<file path="config.mk">
export PLATFORM = sky130hd
export DESIGN_NAME = id_stage_reg
export DESIGN_NICKNAME = d
export VERILOG_FILES = /design/src/rtl/id_stage_reg_pkg.sv /design/src/rtl/id_stage_reg_pipe_field.sv /design/src/rtl/id_stage_reg.sv
export SDC_FILE = /design/constraint.sdc
export NUM_CORES = 1
export LEC_CHECK = 0
export ABC_CLOCK_PERIOD_IN_PS = 900
export BUFFER_PORTS_ARGS = -buffer_cell sky130_fd_sc_hd__buf_2
export CORE_MARGIN = 1
export CORE_UTILIZATION = 39
export DETAILED_ROUTE_END_ITERATION = 16
export PLACE_DENSITY = 0.75
export SLEW_MARGIN = 20
export SYNTH_ARGS = -nofsm -noshare
export SYNTH_HDL_FRONTEND = slang
export SYNTH_SLANG_ARGS = --single-unit
</file>
<file path="constraint.sdc">
create_clock -name clk -period 0.9 [get_ports clk]
set_clock_uncertainty 0.1 [all_clocks]
set_input_delay 0.09 -clock clk [delete_from_list [all_inputs] [get_ports clk]]
set_output_delay 0.09 -clock clk [all_outputs]
set_load 0.02 [all_outputs]
</file>
<file path="src/rtl/id_stage_reg_pkg.sv">
// Shared constants for the ID/EX pipeline register: field widths, control-bit
// literals and the execute-command encodings produced by the control unit.
package id_stage_reg_pkg;

  localparam int EXECUTE_COMMAND_LEN = 4;
  localparam int REG_ADDR_LEN        = 4;
  localparam int SHIFT_OPERAND_LEN   = 12;
  localparam int SIGNED_IMM_LEN      = 24;

  localparam logic ONE  = 1'b1;
  localparam logic ZERO = 1'b0;

  // Execute-command encodings; memory ops and compares reuse the ALU codes.
  localparam logic [EXECUTE_COMMAND_LEN-1:0] EXEC_NOP = 4'b0000;
  localparam logic [EXECUTE_COMMAND_LEN-1:0] EXEC_MOV = 4'b0001;
  localparam logic [EXECUTE_COMMAND_LEN-1:0] EXEC_MVN = 4'b1001;
  localparam logic [EXECUTE_COMMAND_LEN-1:0] EXEC_ADD = 4'b0010;
  localparam logic [EXECUTE_COMMAND_LEN-1:0] EXEC_ADC = 4'b0011;
  localparam logic [EXECUTE_COMMAND_LEN-1:0] EXEC_SUB = 4'b0100;
  localparam logic [EXECUTE_COMMAND_LEN-1:0] EXEC_SBC = 4'b0101;
  localparam logic [EXECUTE_COMMAND_LEN-1:0] EXEC_AND = 4'b0110;
  localparam logic [EXECUTE_COMMAND_LEN-1:0] EXEC_ORR = 4'b0111;
  localparam logic [EXECUTE_COMMAND_LEN-1:0] EXEC_EOR = 4'b1000;
  localparam logic [EXECUTE_COMMAND_LEN-1:0] EXEC_CMP = EXEC_SUB;
  localparam logic [EXECUTE_COMMAND_LEN-1:0] EXEC_TST = EXEC_AND;
  localparam logic [EXECUTE_COMMAND_LEN-1:0] EXEC_LDR = EXEC_ADD;
  localparam logic [EXECUTE_COMMAND_LEN-1:0] EXEC_STR = EXEC_ADD;

  // A side-effecting control bit only survives when the instruction is real.
  function automatic logic ctrl_gate(input logic valid, input logic bit_in);
    return valid ? bit_in : ZERO;
  endfunction

endpackage

</file>
<file path="src/rtl/id_stage_reg_pipe_field.sv">
// Generic pipeline register slice: sync active-low reset, then clear (bubble),
// then hold (stall), otherwise load. Reset and clear both drive zero.
module pipe_field #(
  parameter int WIDTH = 8
) (
  input  logic             clk,
  input  logic             rst,
  input  logic             clear,
  input  logic             hold,
  input  logic [WIDTH-1:0] d,
  output logic [WIDTH-1:0] q
);

  always_ff @(posedge clk) begin
    if (!rst) begin
      q <= '0;
    end else if (clear) begin
      q <= '0;
    end else if (!hold) begin
      q <= d;
    end
  end

endmodule

</file>
<file path="src/rtl/id_stage_reg.sv">
// ID/EX pipeline register with freeze, flush and bubble gating of control bits.
// Build with FORWARDING_EN defined to carry source register addresses to EX.
module id_stage_reg
  import id_stage_reg_pkg::*;
#(
  parameter int DATA_W     = 32,
  parameter int REG_ADDR_W = REG_ADDR_LEN,
  parameter int EXEC_W     = EXECUTE_COMMAND_LEN
) (
  input  logic                         clk,
  input  logic                         rst,
  input  logic                         freeze,
  input  logic                         flush,
  input  logic                         id_valid,
  input  logic [EXEC_W-1:0]            exec_command_in,
  input  logic                         mem_read_in,
  input  logic                         mem_write_in,
  input  logic                         wb_en_in,
  input  logic                         branch_in,
  input  logic                         status_update_en_in,
  input  logic [DATA_W-1:0]            pc_in,
  input  logic [DATA_W-1:0]            val_rn_in,
  input  logic [DATA_W-1:0]            val_rm_in,
  input  logic                         imm_in,
  input  logic [SHIFT_OPERAND_LEN-1:0] shift_operand_in,
  input  logic [SIGNED_IMM_LEN-1:0]    signed_imm_24_in,
  input  logic [REG_ADDR_W-1:0]        dest_in,
  input  logic                         carry_in,
`ifdef FORWARDING_EN
  input  logic [REG_ADDR_W-1:0]        src1_in,
  input  logic [REG_ADDR_W-1:0]        src2_in,
  output logic [REG_ADDR_W-1:0]        src1_out,
  output logic [REG_ADDR_W-1:0]        src2_out,
`endif
  output logic                         ex_valid,
  output logic [EXEC_W-1:0]            exec_command_out,
  output logic                         mem_read_out,
  output logic                         mem_write_out,
  output logic                         wb_en_out,
  output logic                         branch_out,
  output logic                         status_update_en_out,
  output logic [DATA_W-1:0]            pc_out,
  output logic [DATA_W-1:0]            val_rn_out,
  output logic [DATA_W-1:0]            val_rm_out,
  output logic                         imm_out,
  output logic [SHIFT_OPERAND_LEN-1:0] shift_operand_out,
  output logic [SIGNED_IMM_LEN-1:0]    signed_imm_24_out,
  output logic [REG_ADDR_W-1:0]        dest_out,
  output logic                         carry_out
);

  // Handshake: ex_valid=1 means EX holds a real instruction for this cycle;
  // there is no back-pressure path, freeze is the only stall.
  localparam int CTRL_W = 1 + EXEC_W + 5;
  localparam int DP_W   = 3 * DATA_W + 1 + SHIFT_OPERAND_LEN + SIGNED_IMM_LEN
                          + REG_ADDR_W + 1;

  logic [CTRL_W-1:0] ctrl_d, ctrl_q;
  logic [DP_W-1:0]   dp_d, dp_q;

  // exec_command is not side-effecting on its own, so only the five
  // enables are gated by id_valid on a load.
  assign ctrl_d = {id_valid,
                   exec_command_in,
                   ctrl_gate(id_valid, mem_read_in),
                   ctrl_gate(id_valid, mem_write_in),
                   ctrl_gate(id_valid, wb_en_in),
                   ctrl_gate(id_valid, branch_in),
                   ctrl_gate(id_valid, status_update_en_in)};

  assign dp_d = {pc_in, val_rn_in, val_rm_in, imm_in, shift_operand_in,
                 signed_imm_24_in, dest_in, carry_in};

  pipe_field #(.WIDTH(CTRL_W)) u_ctrl (
    .clk   (clk),
    .rst   (rst),
    .clear (flush),
    .hold  (freeze),
    .d     (ctrl_d),
    .q     (ctrl_q)
  );

  pipe_field #(.WIDTH(DP_W)) u_dp (
    .clk   (clk),
    .rst   (rst),
    .clear (flush),
    .hold  (freeze),
    .d     (dp_d),
    .q     (dp_q)
  );

  assign {ex_valid,
          exec_command_out,
          mem_read_out,
          mem_write_out,
          wb_en_out,
          branch_out,
          status_update_en_out} = ctrl_q;

  assign {pc_out, val_rn_out, val_rm_out, imm_out, shift_operand_out,
          signed_imm_24_out, dest_out, carry_out} = dp_q;

`ifdef FORWARDING_EN
  logic [2*REG_ADDR_W-1:0] src_d, src_q;

  // Immediate forms have no Rm, so a zero src2 avoids false forwarding hits.
  assign src_d = {src1_in, imm_in ? {REG_ADDR_W{ZERO}} : src2_in};

  pipe_field #(.WIDTH(2 * REG_ADDR_W)) u_src (
    .clk   (clk),
    .rst   (rst),
    .clear (flush),
    .hold  (freeze),
    .d     (src_d),
    .q     (src_q)
  );

  assign {src1_out, src2_out} = src_q;
`endif

endmodule

</file>
==> impl_metrics.yaml <==
clock_tree:
  cts_made_buffers: 17
  h-tree-depth: 4
  clockBufferDepth: 2
  clock_latency_ns: 0.41
  root_buffer: "clkbuf_16"
  clkTransAtPathRegs_ns: 0.06
  clock_sinks: 148
  cts_tree: "built"
pwr:
  ir_worst_vdd_v: 0.00136
  p_leak_nw: 5.13
  p_per_area_mw_per_mm2: 1590
sta:
  slew_violations: 0
  post-route-period-util: 1.21
  whs_ns: 0.0521
  setup_viol: 160
  min_period_ns: 1.09
  hold_viol_final: 0
  finalSetupTns_ns: -23.27
  fin_ws_ns: -0.191
  relSlewSlack: 0.762
  fmax_ghz: 0.917
  grt_setup_unrepaired: "yes"
  worstMarginPinSlew_ns: 0.357
final_layout:
  fin_nets: 1136
  drive_gt1_frac: 0.555
  syn2layout_area_growth_pct: 103
worst_setup_path:
  timing.rr.end: "u_dp.q[131]"
  slowest_stage: "dfxtp_2"
  critPathArrivalTime_ns: 0.90
  crit_family: "flip-flops"
  rrSetupSlack_ns: -0.07
  r2r_start: "u_dp.q[131]"
  cp_max_fo: 2
  cp-start-kind: "flop"
  required_ns: 0.71
  cp_num_buf_inv: 1
  crit_type: "reg -> out"
  cpPeakStageDelay_ns: 0.36
  endpoint_kind: "primary output"
  worst-r2r-cell-count: 4
  crit_chain: "buf_6"
grt:
  overflow: 0
  grt_pass1_vias: 6190
  grt_max_degree: 53
  antenna_found_initial: 2
  grt_pass1_wl_um: 32200
  gr-usage-all-layers: 0.299
routing:
  wl_um: 21900
  via_per_inst: 4.87
  drt_iter0_markers: 308
  dr.pass1.iters: 4
  dr_total_vias: 5726
  drc_errors: 0
  ant_nets: 0
  wl_per_cell_um: 18.7
placement:
  hpwlAfterDp_um: 9290
  portBuffers: 299
  place_congestion: 0.722
floorplanning:
  io_pins: 300
  die_area_mm2: 0.0139
  start_util: 0.398
  core_region_area_mm2: 0.0132
  rows: 42
  die_w_um: 118
  fp.dieH_um: 118
logic_synthesis:
  synth_edf_count: 0
  ys_async_sr_fraction: 0
  ys_warn_count: 0
  synth_cell_types: 12
  syn_nets: 635
  ys_ff_latch: 148
  yosysSeqAreaShare: 0.565
  yosys.area.top_type: "dfxtp_1"
  syn_area_per_cell_um2: 10.9
  ys_top_cells_by_count: "dfxtp_1, mux2i_1, nor2_1, buf_4"
  netlist_area_mm2: 0.00525
  synth.most_common_cell: "dfxtp_1"
  synth_cells: 483
  yosys.area.top_type_share: 0.565
  synthTopCellsByArea: "dfxtp_1, mux2i_1, nor2_1"
  synth_flop_cell: "dfxtp_1"
worst_hold_path:
  min_to: "u_dp.q[137]"
  worst_hold_startpoint: "freeze"
  hold_depth: 4
  worst_hold_path_type: "in -> reg"
status:
  violations: "negative setup slack"
  status: "finished, violations left"
flow_run:
  maxCapViolCount: 0
==> power breakdown <==
part	internal (W)	switching, W	total [W]
combinational	0.00158	0.00120	0.00278
sequential	0.00681	0.000176	0.00699
clock	0.00445	0.00270	0.00714
==> logic make-up (layout without fill, tap and decap cells) <==
logic type,Yosys count,count (layout),synth area share
buffers and inverters,33,546,0.0434
AO/OA/AOI/OAI,5,5,0.00477
other,0,3,0
AND/OR/NAND/NOR,154,154,0.114
flip-flops,148,148,0.565
multiplexers,143,143,0.273
==> cell type report <==
type,instances,area (um2)
clock inverters,7,95.1
well taps,176,220
flip-flops and latches,148,3150
diodes,3,7.51
clock buffers,24,502
repair buffers,515,4560
fillers,644,2560
multi-input cells,302,2100
==> metrics by stage <==
| stage | instance area (um2) | power [W] | instances | utilization | setup slack (ns) |
|---|---|---|---|---|---|
| 2_1_floorplan | 5290 | 0.00803 | 483 | - | -0.0102 |
| 3_3_place_gp | 7090 | 0.00872 | 954 | 0.538 | -0.0915 |
| 3_5_place_dp | 7090 | 0.00875 | 954 | 0.538 | -0.122 |
| 4_1_cts | 10300 | 0.0166 | 1140 | 0.783 | -0.197 |
| 5_1_grt | 10600 | 0.0174 | 1175 | 0.806 | -0.214 |
| 6_report | 10600 | 0.0169 | 1175 | 0.806 | -0.191 |
==> worst max-delay path by stage <==
stage	start	endpoint	slack, ns	cells past startpoint
floorplan	freeze	u_dp.q[100]	-0.01	5
global placement	freeze	u_dp.q[85]	-0.09	4
detailed placement	freeze	u_dp.q[83]	-0.12	4
CTS	u_dp.q[29]	shift_operand_out[0]	-0.20	1
global route	u_dp.q[26]	signed_imm_24_out[21]	-0.21	1
finish	u_dp.q[89]	val_rn_out[15]	-0.19	1
==> timing repair <==
action,CTS,global route
setup buffers,7,32
setup endpoints to repair,148,153
resized for setup,444,13
gates cloned,0,0
hold endpoints to repair,148,0
pin swaps,0,3
hold buffers,148,0
==> per-layer routing <==
layer	GRT usage	wire length, um	up-vias
met2	0.571	11800	302
li1	-	-	2603
met5	0	0	-
met1	0.287	7630	2728
met3	0.0751	1360	93
met4	0.171	1140	0
==> flip-flops by register name, indices dropped and copies added, names as in the netlist <==
register  cells
u_ctrl.q     10
u_dp.q      138
==> cells in the final DEF (no fill, tap or decap), drive strengths merged <==
master	netlist	layout
bufinv	0	2
mux2i	143	143
dlygate4sd3	0	148
nand3b	5	5
nand2b	1	1
clkinvlp	0	1
nand2	5	5
buf	27	367
nor2	143	143
dfxtp	148	148
inv	0	1
diode	0	3
clkinv	0	3
clkbuf	6	24
a21oi	5	5
Note: power is estimated with default switching activity, not from simulation.
